--- src/rtl/dma_bus_sched_pkg.sv ---
// rtl/dma_bus_sched_pkg.sv - shared constants and state encoding for the DMA bus scheduler
package dma_bus_sched_pkg;

  localparam int WORD_SIZE        = 16;
  localparam int DEF_MAX_GRANT    = 8;
  localparam int DEF_YIELD_CYCLES = 2;
  localparam int DEF_PEND_W       = 2;

  typedef enum logic [2:0] {
    ST_IDLE      = 3'd0,
    ST_CMD       = 3'd1,
    ST_WAIT_BR   = 3'd2,
    ST_GRANT     = 3'd3,
    ST_YIELD     = 3'd4,
    ST_WAIT_DONE = 3'd5,
    ST_IRQ       = 3'd6
  } sched_state_e;

endpackage

--- src/rtl/dma_req_counter.sv ---
// rtl/dma_req_counter.sv - saturating up/down count of queued device requests with sticky overflow
module dma_req_counter
  import dma_bus_sched_pkg::*;
#(
  parameter int W = DEF_PEND_W
) (
  input  logic         clk,
  input  logic         reset_n,
  input  logic         inc,
  input  logic         dec,
  output logic [W-1:0] count,
  output logic         overflow
);

  localparam logic [W-1:0] SAT = '1;

  always_ff @(posedge clk) begin
    if (!reset_n) begin
      count    <= '0;
      overflow <= 1'b0;
    end else if (inc && !dec) begin
      if (count == SAT)
        overflow <= 1'b1;
      else
        count <= count + 1'b1;
    end else if (dec && !inc && count != '0) begin
      count <= count - 1'b1;
    end
  end

endmodule

--- src/rtl/dma_bus_sched.sv ---
// rtl/dma_bus_sched.sv - DMA start sequencing, CPU/DMA bus arbitration with forced yield, completion irq
module dma_bus_sched
  import dma_bus_sched_pkg::*;
#(
  parameter int MAX_GRANT    = DEF_MAX_GRANT,
  parameter int YIELD_CYCLES = DEF_YIELD_CYCLES,
  parameter int PEND_W       = DEF_PEND_W
) (
  input  logic              clk,
  input  logic              reset_n,
  input  logic              dev_irq,
  output logic              dma_cmd,
  input  logic              dma_br,
  output logic              dma_bg,
  input  logic              dma_write,
  input  logic              dma_done,
  input  logic              cpu_bus_req,
  input  logic              cpu_bus_busy,
  output logic              cpu_stall,
  output logic              cpu_irq,
  input  logic              cpu_irq_ack,
  output logic [PEND_W-1:0] pending,
  output logic              overflow
);

  localparam int GW = $clog2(MAX_GRANT + 1);
  localparam int YW = $clog2(YIELD_CYCLES + 1);
  localparam logic [GW-1:0] GMAX  = GW'(MAX_GRANT);
  // The WAIT_BR arbitration cycle is the last of the cycles handed back to the CPU.
  localparam logic [YW-1:0] YEXIT = YW'(YIELD_CYCLES - 1);

  sched_state_e  state;
  logic [GW-1:0] gcnt;
  logic [YW-1:0] ycnt;
  logic          start;

  assign start     = (state == ST_IDLE) && (pending != '0);
  assign cpu_stall = dma_bg & cpu_bus_req;

  dma_req_counter #(.W(PEND_W)) u_req_counter (
    .clk      (clk),
    .reset_n  (reset_n),
    .inc      (dev_irq),
    .dec      (start),
    .count    (pending),
    .overflow (overflow)
  );

  always_ff @(posedge clk) begin
    if (!reset_n) begin
      state   <= ST_IDLE;
      dma_cmd <= 1'b0;
      dma_bg  <= 1'b0;
      cpu_irq <= 1'b0;
      gcnt    <= '0;
      ycnt    <= '0;
    end else begin
      dma_cmd <= 1'b0;
      case (state)
        ST_IDLE: begin
          if (start) begin
            state   <= ST_CMD;
            dma_cmd <= 1'b1;
          end
        end
        ST_CMD: state <= ST_WAIT_BR;
        ST_WAIT_BR: begin
          if (dma_br && !cpu_bus_busy) begin
            state  <= ST_GRANT;
            dma_bg <= 1'b1;
            gcnt   <= '0;
          end
        end
        ST_GRANT: begin
          if (!dma_br) begin
            dma_bg <= 1'b0;
            if (dma_done) begin
              state   <= ST_IRQ;
              cpu_irq <= 1'b1;
            end else begin
              state <= ST_WAIT_DONE;
            end
          end else if (gcnt == GMAX && cpu_bus_req && !dma_write) begin
            // only between bursts: a grant never ends with a write on the bus
            state  <= ST_YIELD;
            dma_bg <= 1'b0;
            gcnt   <= '0;
            ycnt   <= YW'(1);
          end else if (gcnt != GMAX) begin
            gcnt <= gcnt + 1'b1;
          end
        end
        ST_YIELD: begin
          if (ycnt >= YEXIT)
            state <= ST_WAIT_BR;
          else
            ycnt <= ycnt + 1'b1;
        end
        ST_WAIT_DONE: begin
          if (dma_done) begin
            state   <= ST_IRQ;
            cpu_irq <= 1'b1;
          end
        end
        ST_IRQ: begin
          if (cpu_irq_ack) begin
            state   <= ST_IDLE;
            cpu_irq <= 1'b0;
          end
        end
        default: state <= ST_IDLE;
      endcase
    end
  end

endmodule

--- config.mk ---
export PLATFORM = sky130hd
export DESIGN_NAME = dma_bus_sched
export DESIGN_NICKNAME = d
export VERILOG_FILES = /design/src/rtl/dma_bus_sched_pkg.sv /design/src/rtl/dma_req_counter.sv /design/src/rtl/dma_bus_sched.sv
export SDC_FILE = /design/constraint.sdc
export NUM_CORES = 1
export LEC_CHECK = 0
export ABC_CLOCK_PERIOD_IN_PS = 4540
export CAP_MARGIN = 20
export CORE_MARGIN = 2
export CORE_UTILIZATION = 55
export CTS_CLUSTER_SIZE = 14
export DETAILED_ROUTE_END_ITERATION = 10
export GPL_TIMING_DRIVEN = 0
export HOLD_SLACK_MARGIN = 0.05
export PLACE_DENSITY = 0.82
export SETUP_SLACK_MARGIN = 0.3
export SYNTH_ARGS = -nofsm -noshare
export SYNTH_HDL_FRONTEND = slang
export SYNTH_SLANG_ARGS = --single-unit
--- constraint.sdc ---
create_clock -name clk -period 4.54 [get_ports clk]
set_input_delay 0.681 -clock clk [delete_from_list [all_inputs] [get_ports clk]]
set_output_delay 0.681 -clock clk [all_outputs]
set_load 0.005 [all_outputs]
==> impl_results.md <==
* Routed Antenna Nets at 0
* GRT busiest layer: met2
* Die X at 46.0 um
* Skew-Pair Late Insertion Delay at about 290 ps
* LEAKAGE at 0.430 nW
* Startpoint type of the worst setup path: primary input
* GRT Residual Overflow at 0
* DIE AREA at 0.00212 mm2
* Global-route wire length before repair at 3570 um
* Status: finished clean
* CTS tree: yes
* Share of layout cells above drive strength 1 at a little over a tenth
* RSZ-0062 raised after global routing: false
* CTS Buf Count at 3
* Clock Tree Buf Depth at 2
* Initial antenna violation count at 0
* Post-synthesis sequential area ratio at 31.0%
* Slew HR at 66.0%
* Mapped Nets at roughly 130
* Peak VDD IR at between 0.2 and 0.25 mV
* Gpl congestion at 0.824
* Netlist Area Pre-Place at 970 um2
* GRT met2 Usage at 36.1%
* H-tree levels at 1
* Synth Flop Type: dfxtp_1
* Setup CP Type: in2out
* Util after Layout at 68.5%
* Top-level port count at 16
* FF+latch count, synth at 15
* Data required, critical path at a little under 4000 ps
* Reg2reg start: gcnt[0]
* Overall routing resource usage at 23.3%
* Synth unique cells at between 40 and 50
* Pre-CTS WS at 2070 ps
* Final min period at 2480 ps
* Pin slew with the least headroom to its limit at 510 ps
* CTS resizes at 0
* Fillers at around 130
* R2R setup slack at approximately 2900 ps
* Number of global-route vias before repair at 850
* HP Class: reg2reg
* Gate Count Post-Synth at 116
* Non-Filler Instances at around 150
* Hold_buf cts at 0
* Placed insts at about 150
* Setup TNS at 0 ps
* Antenna Cells at 0
* Reg clk slew, reported paths at 80 ps
* Pins Over Slew Limit at 0
* Number of synthesized flops with an enable pin at 0
* Multi-input logic area at 604 um2
* Initial Utilization at 57.4%
* Placed Area at 0.00113 mm2
* Crit end category: output pin
* Final Cycle Share at between 50% and 60%
* Residual DRC count at 0
* DP Wirelength at 1640 um
* Core area at 0.00169 mm2
* Crit Path Max Fanout at 3
* # nets final at 147
* Yosys warnings at 0
* Met3 Use GR at under 10%
* Post-DR wirelength/cell at between 10 and 15 um
* Via count at between 900 and 1,000
* Setup violators final at 0
* Worst setup path startpoint: cpu_bus_req
* Avg Vias per Cell at 6.40
* Fmax at slightly above 0.4 GHz
* Setup slack after layout at 2060 ps
* Clk root buf: clkbuf_4
* Drt pass-1 iters at 4
* Overall power at roughly 0.43 mW
* Syn_area_per_cell at 8.36 um2
* Largest net degree at the start of global routing at 11
* Drt initial violations at 23
* Worst R2R Path Depth at 6
* Row count at 15
* Met1 Usage GRT at 31.0%
* R2R Path End: gcnt[3]
* Port bufs at 14
* Register Area at 300 um2
* Die height at 46.0 um
* Asr flop ratio synth at 0%
* Total clock sinks at 15
* Total Wirelength at 2200 um
* Max-Cap Viols at 0
* CP Capture Point: cpu_stall
* Hold Slack at between 400 and 500 ps
* Clk_skew at 7.25 ps
* Critical Path AT at 1800 ps
* Pwr Density at 369 mW/mm2
* Post-layout instance area at 0.00116 mm2
* Syn-to-layout area delta at 19.4%
* Post-CTS Setup Bufs at 0
* Hold Fails Final Rpt at 0
cells in the mapped netlist (2+ instances only):
| library cell | instances | share of area (%) |
|---|---|---|
| dfxtp_1 | 15 | 31 |
| inv_1 | 9 | 3.5 |
| nand2b_1 | 8 | 5.2 |
| nor2_1 | 8 | 3.1 |
| nor3_1 | 6 | 3.1 |
| a21oi_1 | 5 | 2.6 |
| nand2_1 | 5 | 1.9 |
| buf_2 | 4 | 2.1 |
| o21ai_0 | 4 | 2.1 |
| a31oi_1 | 3 | 1.9 |
| and3b_1 | 3 | 2.7 |
| ha_1 | 3 | 3.9 |
| o211ai_1 | 3 | 2.3 |
| o21a_1 | 3 | 2.3 |
| and2_1 | 2 | 1.3 |
| and4_1 | 2 | 1.8 |
| mux2i_1 | 2 | 2.1 |
| nor4_1 | 2 | 1.3 |
| or3_1 | 2 | 1.3 |
sequential cells by signal, summed over array words and instances (netlist names):
| signal | cells |
|---|---|
| cpu_irq | 1 |
| ycnt | 2 |
| dma_bg | 1 |
| u_req_counter.count | 2 |
| dma_cmd | 1 |
| state | 3 |
| u_req_counter.overflow | 1 |
| gcnt | 4 |
area by class of cell:
type	count	area share (%)
multi-input combinational	86	52.2
sequential	15	25.9
timing repair buffer	14	12.1
inverter	9	2.92
buffer	6	2.70
clock buffer	4	2.27
tap	17	1.84
where the power goes:
part           internal (mW)  switching [mW]  total (mW)
sequential             0.149          0.0180       0.167
clock                 0.0341          0.0437      0.0778
combinational         0.0848          0.0976       0.182
total                  0.268           0.159       0.427
critical path, cell delays in order:
cell	delay, ps
clkdlybuf4s50_1	500
and2_1	130
clkdlybuf4s50_1	490
metal layers:
layer / wire length [um] / vias to the layer above / share of wire (%)
met2: 1020 / 44 / 46
li1: - / 464 / -
met1: 1020 / 455 / 46
met3: 124 / 4 / 5.6
met5: 0 / - / 0
met4: 31 / 0 / 1.4
worst min-delay path by stage:
stage | to | cells after the start | startpoint | slack, ps
2_1_floorplan | ycnt[0] | 1 | ycnt[0] | 440
3_3_place_gp | u_req_counter.overflow | 2 | u_req_counter.overflow | 460
3_5_place_dp | ycnt[0] | 1 | ycnt[0] | 480
4_1_cts | ycnt[0] | 1 | ycnt[0] | 490
5_1_grt | u_req_counter.overflow | 2 | u_req_counter.overflow | 520
6_report | ycnt[0] | 1 | ycnt[0] | 480
cell usage in the layout (no fill, tap or decap), drive strengths merged, types with 4 or more instances in the layout:
master	instances
clkbuf	5
nand2	5
a21oi	5
clkdlybuf4s50	14
nor3	6
nand2b	8
o21ai	4
nor2	8
buf	5
dfxtp	15
a31oi	4
inv	9
logic make-up after synthesis:
logic type               count (synthesis)  share of synthesized area [%]
AO/OA/AOI/OAI                           33                           26.2
XOR/XNOR                                 1                          0.903
adder cells (fa/ha/maj)                  3                           3.87
buffers and inverters                   15                           6.71
flip-flops                              15                           31.0
multiplexers                             2                           2.06
AND/OR/NAND/NOR                         47                           29.3
No activity file was read; power rests on OpenSTA's default activity.
